--- src/rtl/fft16_pkg.sv ---
// fft16_pkg: shared constants, types and helpers for the 16-point FFT stages.
//   N/LOG2N      - transform size and lane index width
//   DW/TW_W      - default sample width and Q1.14 twiddle width
//   tw_rom()     - W16^k, k = 0..7
//   lane_p/q()   - stage-2 butterfly lane pair from butterfly index b
//   tw_idx()     - stage-2 twiddle exponent from b
//   sat_w()      - clamp a wide signed value to a w-bit two's complement range
package fft16_pkg;

  localparam int unsigned N       = 16;
  localparam int unsigned LOG2N   = 4;
  localparam int unsigned DW      = 16;
  localparam int unsigned TW_W    = 16;
  localparam int unsigned TW_FRAC = 14;

  typedef enum logic {
    ST_IDLE = 1'b0,
    ST_RUN  = 1'b1
  } st2_state_e;

  typedef struct packed {
    logic signed [TW_W-1:0] re;
    logic signed [TW_W-1:0] im;
  } twiddle_t;

  // W16^k = cos(2*pi*k/16) - j*sin(2*pi*k/16) in Q1.14
  function automatic twiddle_t tw_rom(input logic [2:0] k);
    twiddle_t r;
    case (k)
      3'd0:    begin r.re =  16'sd16384; r.im =  16'sd0;     end
      3'd1:    begin r.re =  16'sd15137; r.im = -16'sd6270;  end
      3'd2:    begin r.re =  16'sd11585; r.im = -16'sd11585; end
      3'd3:    begin r.re =  16'sd6270;  r.im = -16'sd15137; end
      3'd4:    begin r.re =  16'sd0;     r.im = -16'sd16384; end
      3'd5:    begin r.re = -16'sd6270;  r.im = -16'sd15137; end
      3'd6:    begin r.re = -16'sd11585; r.im = -16'sd11585; end
      default: begin r.re = -16'sd15137; r.im = -16'sd6270;  end
    endcase
    return r;
  endfunction

  // p = 4*(b>>1) + (b&1)
  function automatic logic [LOG2N-1:0] lane_p(input logic [2:0] b);
    return {b[2:1], 1'b0, b[0]};
  endfunction

  // q = p + 2
  function automatic logic [LOG2N-1:0] lane_q(input logic [2:0] b);
    return {b[2:1], 1'b1, b[0]};
  endfunction

  // stage-2 twiddle exponent 4*(b&1)
  function automatic logic [2:0] tw_idx(input logic [2:0] b);
    return {b[0], 2'b00};
  endfunction

  function automatic logic signed [63:0] sat_w(input logic signed [63:0] v,
                                               input int unsigned       w);
    logic signed [63:0] hi;
    logic signed [63:0] lo;
    hi = (64'sd1 <<< (w - 1)) - 64'sd1;
    lo = -hi - 64'sd1;
    if (v > hi) begin
      return hi;
    end else if (v < lo) begin
      return lo;
    end
    return v;
  endfunction

endpackage

--- src/rtl/fft16_cmul.sv ---
// fft16_cmul: one-cycle registered complex multiply y = w * a with
// per-product rounding (prod + 2^(FRAC-1)) >>> FRAC.
//   clk, rst        - clock, synchronous active-high reset (clears y)
//   en_i            - load a new product on this edge
//   a_re_i/a_im_i   - DW-bit signed sample
//   w_re_i/w_im_i   - TW_W-bit signed twiddle, FRAC fractional bits
//   y_re_o/y_im_o   - registered product, wide enough for |w| = 1 growth
module fft16_cmul #(
  parameter int unsigned DW   = 16,
  parameter int unsigned TW_W = 16,
  parameter int unsigned FRAC = 14,
  localparam int unsigned PW  = DW + TW_W,
  localparam int unsigned RW  = PW + 1 - FRAC,
  localparam int unsigned OW  = RW + 1
) (
  input  logic                 clk,
  input  logic                 rst,
  input  logic                 en_i,
  input  logic signed [DW-1:0] a_re_i,
  input  logic signed [DW-1:0] a_im_i,
  input  logic signed [TW_W-1:0] w_re_i,
  input  logic signed [TW_W-1:0] w_im_i,
  output logic signed [OW-1:0] y_re_o,
  output logic signed [OW-1:0] y_im_o
);

  localparam logic signed [PW:0] RND_BIAS = (PW+1)'(1) <<< (FRAC - 1);

  function automatic logic signed [RW-1:0] rnd(input logic signed [PW-1:0] v);
    logic signed [PW:0] e;
    e = (PW+1)'(v) + RND_BIAS;
    return RW'(e >>> FRAC);
  endfunction

  logic signed [PW-1:0] p_rr, p_ii, p_ri, p_ir;
  logic signed [OW-1:0] y_re_d, y_im_d;

  // four partial products, each rounded before the complex sum
  always_comb begin
    p_rr   = PW'(a_re_i) * PW'(w_re_i);
    p_ii   = PW'(a_im_i) * PW'(w_im_i);
    p_ri   = PW'(a_re_i) * PW'(w_im_i);
    p_ir   = PW'(a_im_i) * PW'(w_re_i);
    y_re_d = OW'(rnd(p_rr)) - OW'(rnd(p_ii));
    y_im_d = OW'(rnd(p_ri)) + OW'(rnd(p_ir));
  end

  always_ff @(posedge clk) begin
    if (rst) begin
      y_re_o <= '0;
      y_im_o <= '0;
    end else if (en_i) begin
      y_re_o <= y_re_d;
      y_im_o <= y_im_d;
    end
  end

endmodule

--- src/rtl/fft16_stage2_bfly.sv ---
// fft16_stage2_bfly: second radix-2 DIT stage of the 16-point FFT.
// Snapshots a stage-1 frame, then issues the eight span-2 butterflies one per
// cycle through a shared registered twiddle multiplier and writes lane pairs
// of the stage-2 frame one cycle after each issue.
//   clk, rst          - clock, synchronous active-high reset
//   in_valid/in_ready - input handshake; in_ready is high in IDLE
//   st1_yr/st1_yi     - 16 x DW stage-1 lanes, lane i at [DW*i +: DW]
//   busy              - high while a frame is being processed
//   out_valid         - one-cycle pulse when st2_yr/st2_yi hold a full frame
//   st2_yr/st2_yi     - 16 x DW stage-2 lanes
module fft16_stage2_bfly #(
  parameter int unsigned DW    = fft16_pkg::DW,
  parameter int unsigned TW_W  = fft16_pkg::TW_W,
  parameter int unsigned SCALE = 0
) (
  input  logic                         clk,
  input  logic                         rst,
  input  logic                         in_valid,
  output logic                         in_ready,
  input  logic [fft16_pkg::N*DW-1:0]   st1_yr,
  input  logic [fft16_pkg::N*DW-1:0]   st1_yi,
  output logic                         busy,
  output logic                         out_valid,
  output logic [fft16_pkg::N*DW-1:0]   st2_yr,
  output logic [fft16_pkg::N*DW-1:0]   st2_yi
);

  import fft16_pkg::N;
  import fft16_pkg::LOG2N;
  import fft16_pkg::TW_FRAC;
  import fft16_pkg::st2_state_e;
  import fft16_pkg::ST_IDLE;
  import fft16_pkg::ST_RUN;
  import fft16_pkg::twiddle_t;
  import fft16_pkg::tw_rom;
  import fft16_pkg::lane_p;
  import fft16_pkg::lane_q;
  import fft16_pkg::tw_idx;
  import fft16_pkg::sat_w;

  localparam int unsigned CW  = DW + TW_W - TW_FRAC + 2;  // multiplier output
  localparam int unsigned SW  = CW + 1;                   // butterfly sum
  localparam int unsigned BCW = 4;                        // counts 0..8

  st2_state_e       state_q, state_d;
  logic [BCW-1:0]   b_q, b_d;
  logic             wr_vld_q, wr_vld_d;
  logic [2:0]       wr_b_q, wr_b_d;
  logic             out_valid_d, busy_d, in_ready_d;
  logic             load_c, issue_c;

  logic signed [DW-1:0] x_re_q [N];
  logic signed [DW-1:0] x_im_q [N];
  logic signed [DW-1:0] y_re_q [N];
  logic signed [DW-1:0] y_im_q [N];

  logic [LOG2N-1:0]     iss_q_c, wr_p_c, wr_q_c;
  twiddle_t             tw_c;
  logic signed [CW-1:0] t_re, t_im;
  logic signed [SW-1:0] sum_re_c, sum_im_c, dif_re_c, dif_im_c;
  logic signed [DW-1:0] yp_re_c, yp_im_c, yq_re_c, yq_im_c;

  // SCALE=1 halves (floor); the clamp is then a no-op but kept for safety
  function automatic logic signed [DW-1:0] post(input logic signed [SW-1:0] v);
    logic signed [SW-1:0] s;
    s = (SCALE != 0) ? (v >>> 1) : v;
    return DW'(sat_w(64'(s), DW));
  endfunction

  // next-state: b issues 0..7, b==8 is the drain edge for the last write
  always_comb begin
    state_d     = state_q;
    b_d         = b_q;
    wr_vld_d    = 1'b0;
    wr_b_d      = wr_b_q;
    out_valid_d = 1'b0;
    load_c      = 1'b0;
    issue_c     = 1'b0;
    case (state_q)
      ST_IDLE: begin
        if (in_valid) begin
          load_c  = 1'b1;
          b_d     = '0;
          state_d = ST_RUN;
        end
      end
      ST_RUN: begin
        if (b_q < BCW'(8)) begin
          issue_c  = 1'b1;
          b_d      = b_q + BCW'(1);
          wr_vld_d = 1'b1;
          wr_b_d   = b_q[2:0];
        end else begin
          state_d     = ST_IDLE;
          out_valid_d = 1'b1;
        end
      end
      default: state_d = ST_IDLE;
    endcase
    busy_d     = (state_d == ST_RUN);
    in_ready_d = (state_d == ST_IDLE);
  end

  always_ff @(posedge clk) begin
    if (rst) begin
      state_q   <= ST_IDLE;
      b_q       <= '0;
      wr_vld_q  <= 1'b0;
      wr_b_q    <= '0;
      out_valid <= 1'b0;
      busy      <= 1'b0;
      in_ready  <= 1'b1;
    end else begin
      state_q   <= state_d;
      b_q       <= b_d;
      wr_vld_q  <= wr_vld_d;
      wr_b_q    <= wr_b_d;
      out_valid <= out_valid_d;
      busy      <= busy_d;
      in_ready  <= in_ready_d;
    end
  end

  // issue side: multiply x[q] by the butterfly's twiddle
  always_comb begin
    iss_q_c = lane_q(b_q[2:0]);
    tw_c    = tw_rom(tw_idx(b_q[2:0]));
  end

  fft16_cmul #(
    .DW   (DW),
    .TW_W (TW_W),
    .FRAC (TW_FRAC)
  ) u_cmul (
    .clk    (clk),
    .rst    (rst),
    .en_i   (issue_c),
    .a_re_i (x_re_q[iss_q_c]),
    .a_im_i (x_im_q[iss_q_c]),
    .w_re_i (TW_W'(tw_c.re)),
    .w_im_i (TW_W'(tw_c.im)),
    .y_re_o (t_re),
    .y_im_o (t_im)
  );

  // write side: x[p] +/- t for the butterfly issued on the previous edge
  always_comb begin
    wr_p_c   = lane_p(wr_b_q);
    wr_q_c   = lane_q(wr_b_q);
    sum_re_c = SW'(x_re_q[wr_p_c]) + SW'(t_re);
    sum_im_c = SW'(x_im_q[wr_p_c]) + SW'(t_im);
    dif_re_c = SW'(x_re_q[wr_p_c]) - SW'(t_re);
    dif_im_c = SW'(x_im_q[wr_p_c]) - SW'(t_im);
    yp_re_c  = post(sum_re_c);
    yp_im_c  = post(sum_im_c);
    yq_re_c  = post(dif_re_c);
    yq_im_c  = post(dif_im_c);
  end

  // frame snapshot and stage-2 result registers
  always_ff @(posedge clk) begin
    if (rst) begin
      for (int i = 0; i < N; i++) begin
        x_re_q[i] <= '0;
        x_im_q[i] <= '0;
        y_re_q[i] <= '0;
        y_im_q[i] <= '0;
      end
    end else begin
      if (load_c) begin
        for (int i = 0; i < N; i++) begin
          x_re_q[i] <= st1_yr[i*DW +: DW];
          x_im_q[i] <= st1_yi[i*DW +: DW];
        end
      end
      if (wr_vld_q) begin
        y_re_q[wr_p_c] <= yp_re_c;
        y_im_q[wr_p_c] <= yp_im_c;
        y_re_q[wr_q_c] <= yq_re_c;
        y_im_q[wr_q_c] <= yq_im_c;
      end
    end
  end

  for (genvar gi = 0; gi < N; gi++) begin : g_pack
    assign st2_yr[gi*DW +: DW] = y_re_q[gi];
    assign st2_yi[gi*DW +: DW] = y_im_q[gi];
  end

endmodule

--- config.mk ---
export PLATFORM = sky130hd
export DESIGN_NAME = fft16_stage2_bfly
export DESIGN_NICKNAME = d
export VERILOG_FILES = /design/src/rtl/fft16_pkg.sv /design/src/rtl/fft16_cmul.sv /design/src/rtl/fft16_stage2_bfly.sv
export SDC_FILE = /design/constraint.sdc
export NUM_CORES = 2
export LEC_CHECK = 0
export CORE_AREA = 2 2 402 404
export CTS_CLUSTER_SIZE = 24
export DETAILED_ROUTE_END_ITERATION = 12
export DIE_AREA = 0 0 404 406
export GPL_TIMING_DRIVEN = 0
export PLACE_DENSITY = 0.64
export SLEW_MARGIN = 20
export SYNTH_ARGS = -nofsm -noshare
export SYNTH_HDL_FRONTEND = slang
export SYNTH_SLANG_ARGS = --single-unit
--- constraint.sdc ---
create_clock -name clk -period 22.6 [get_ports clk]
set_input_delay 4.52 -clock clk [delete_from_list [all_inputs] [get_ports clk]]
set_output_delay 4.52 -clock clk [all_outputs]
set_load 0.01 [all_outputs]
==> flow_metrics.tcl <==
set metrics [dict create \
    outcome "finished, final reports clean" \
    wl_per_cell_um 26.0 \
    swShare_pct 29.8 \
    wl_mm 191 \
    ant_nets 0 \
    rows 147 \
    r2r-end "u_cmul.y_im_o[17]" \
    power.internal_uw 3780 \
    insertion_delay_ns 0.77 \
    drv_cap 0 \
    io_pins 1030 \
    arrival_ns 10.20 \
    ff2ff_setup_slack_ns 13.04 \
    syn_area_per_cell_um2 13.2 \
    crit_required_ns 23.24 \
    cp_common_cell "ha_1" \
    crit_type "register to register" \
    fin_cells 7328 \
    synth_top_cell_area_share_pct 58.5 \
    ir_drop_mv 0.0765 \
    die_w_um 404 \
    numCtsBuffers 111 \
    fmax_mhz 105 \
    period_share_pct 42.3 \
    ys_top_cells_by_count "edfxtp_1 (1024), nor2_1 (412), and2_1 (343), ha_1 (267), nor2b_1 (213)" \
    crit_slowest_cell "a2111oi_0" \
    skew_ns 0.107 \
    nets 5922 \
    p_sw_uw 1600 \
    ys_ff_latch 1081 \
    worstMarginPinSlew_ns 1.15 \
    cts.reportedPaths.clkPinSlew_ns 0.07 \
    path_max_fanout 10 \
    tns_ns 0 \
    place_ws_ns 12.81 \
    post-place-cells 7105 \
    cp.depth 27 \
    p_per_area_nw_per_um2 77.0 \
    grt_pass1_wl_mm 264 \
    area_growth_pct 32.9 \
    yosys.area.top_type "edfxtp_1" \
    max_slew_margin_pct 22.7 \
    hp-class "register to register" \
    yosysMostFrequentCell "edfxtp_1" \
    htree_num_levels 3 \
    dp_hpwl_mm 151 \
    syn_nets 4760 \
    clock_path_buffers 3 \
    drt-met1-wl_mm 75.7 \
    seq_area_frac_synth_pct 60.7 \
    vias_per_cell 5.09 \
    hold_buffers 0 \
    via_count 37315 \
    clkPwrFrac_pct 34.6 \
    ys_warn_count 0 \
    synth_ff_type "edfxtp_1" \
    cts_resized 0 \
    min_period_ns 9.56 \
    drt_iter0_drc 3014 \
    synth.area.top_cells "edfxtp_1 (58%), ha_1 (6.4%), mux4_2 (5.5%)" \
    fin_ws_ns 13.04 \
    globalplace.congestion 0.886 \
    syn-cell-area_um2 52600 \
    p_comb_share_pct 21.3 \
    tritoncts "yes" \
    async_reset_ff_share_pct 0 \
    endpoint "u_cmul.y_im_o[17]" \
    crit_path_start_kind "register" \
    slew_violations 0 \
    syn_inst 3970 \
    end_kind "register" \
    port_buffers 1029 \
    fp.dieH_um 406 \
    grt_start_max_net_pins 61 \
    root_buffer "clkbuf_16" \
    drive_above_1_share_pct 9.01 \
    drc 0 \
    clock-sinks 1081 \
    wl_met3_mm 12.8 \
    antenna_found_initial 19 \
    grt_overflow_total 0 \
    slowest_delay_ns 0.89 \
    initial_utilization_pct 32.9 \
    rsz0062_at_grt "false" \
    first_pass_iters 6 \
    cts_setup_buffers 0 \
    wl_met2_mm 94.8 \
    synth-edff-count 1024 \
    cp_num_buf_inv 5 \
    dieArea_um2 164000 \
    yosysUniqueCellTypes 95 \
    cp_top_family "buffers and inverters" \
    p_leak_uw 0.0266 \
    reg2reg_depth 27 \
    grt_pass1_vias 36670 \
    grt_usage_pct 22.6 \
    hold_violations 0 \
    top_layer_used "met5" \
    design.core.area_um2 160000 \
    final-setup-viol-count 0 \
    seq_power_share_pct 44.1 \
]
==> power groups by stage <==
stage	Sequential, uW	Combinational, uW	Clock, uW
detailed placement	2420	1140	0
floorplan	2450	585	0
global route	2380	1230	1960
global placement	2470	1110	0
finish	2370	1150	1860
CTS	2380	1150	1880
==> worst reg2reg max path: cells and delay by family (launching register included) <==
kind            cells  cell delay (ns)
buf+inv             5             3.31
compound gates      6             2.06
simple gates        6             0.77
fa+ha+maj           6             1.83
flops               1             0.35
mux                 2             0.84
xor+xnor            2             0.36
==> worst min path at each step <==
| stage | start | to | depth (start not counted) |
|---|---|---|---|
| 2_1_floorplan | b_q[3] | out_valid | 2 |
| 3_3_place_gp | u_cmul.y_im_o[15] | u_cmul.y_im_o[15] | 2 |
| 3_5_place_dp | u_cmul.y_im_o[15] | u_cmul.y_im_o[15] | 2 |
| 4_1_cts | b_q[3] | out_valid | 2 |
| 5_1_grt | b_q[3] | out_valid | 2 |
| 6_report | b_q[3] | out_valid | 2 |
==> per-layer routing <==
| layer | vias up | GRT usage [%] |
|---|---|---|
| li1 | 16869 | - |
| met1 | 18452 | 28.0 |
| met2 | 1690 | 39.1 |
| met3 | 298 | 3.68 |
| met4 | 6 | 9.07 |
| met5 | - | 0 |
==> cells by family (layout without fill, tap and decap cells) <==
kind of cell    after synthesis  after routing  synth area share [%]
other cells                   1             15               0.00713
mux                         197            197                  6.88
flops                      1081           1081                  60.7
buf+inv                     328           1586                  2.61
fa+ha+maj                   275            275                  6.66
xor+xnor                    133            133                  2.22
simple gates               1327           1327                  13.3
compound gates              628            628                  7.66
==> layout by cell type, fill, tap and decap left out, drive strengths merged, types with 10 or more instances in the layout <==
cell type,netlist,layout
a211oi,12,12
mux4,128,128
o21ai,181,181
or2,11,11
nor3b,11,11
or3,19,19
nor3,26,26
a21o,30,30
nand2b,41,41
a21oi,156,156
and3,13,13
nand2,147,147
bufinv,0,10
dfxtp,57,57
xnor2,94,94
buf,40,58
clkinv,0,53
mux2,33,33
clkdlybuf4s50,0,1029
mux2i,36,36
and2,344,344
nand3,38,38
nor2,432,432
inv,111,118
nor2b,215,215
o21a,12,12
o21bai,22,22
edfxtp,1024,1024
xor2,39,39
clkbuf,177,312
o31ai,130,130
diode,0,14
a31oi,13,13
ha,267,267
==> sequential cells by signal, indices dropped and copies added (netlist names), named ones only <==
signal         flops
b_q                4
in_ready           1
out_valid          1
state_q            1
u_cmul.y_im_o     20
u_cmul.y_re_o     20
wr_b_q             3
wr_vld_q           1
x_im_q           256
x_re_q           256
y_im_q           256
y_re_q           256
==> through the flow <==
stage / utilization [%] / area (um^2) / power, uW / hold WS, ns
after floorplan: - / 52600 / 3040 / 0.439
after global placement: 41.0 / 65500 / 3580 / 0.470
after detailed placement: 41.4 / 66200 / 3560 / 0.471
after CTS: 43.7 / 69800 / 5410 / 0.450
after global routing: 43.8 / 69900 / 5570 / 0.492
final: 43.8 / 69900 / 5380 / 0.443
==> final cells by class <==
| type | count | area, um^2 |
|---|---|---|
| flip-flops and latches | 1081 | 31900 |
| repair buffers | 1049 | 10800 |
| plain buffers | 217 | 966 |
| well taps | 2086 | 2610 |
| multi-input cells | 2561 | 19500 |
| inverters | 111 | 417 |
| clock inverters | 76 | 811 |
| diodes | 14 | 35.0 |
| fillers | 14711 | 89800 |
| clock buffers | 133 | 2860 |
(Power assumes the default switching activity.)
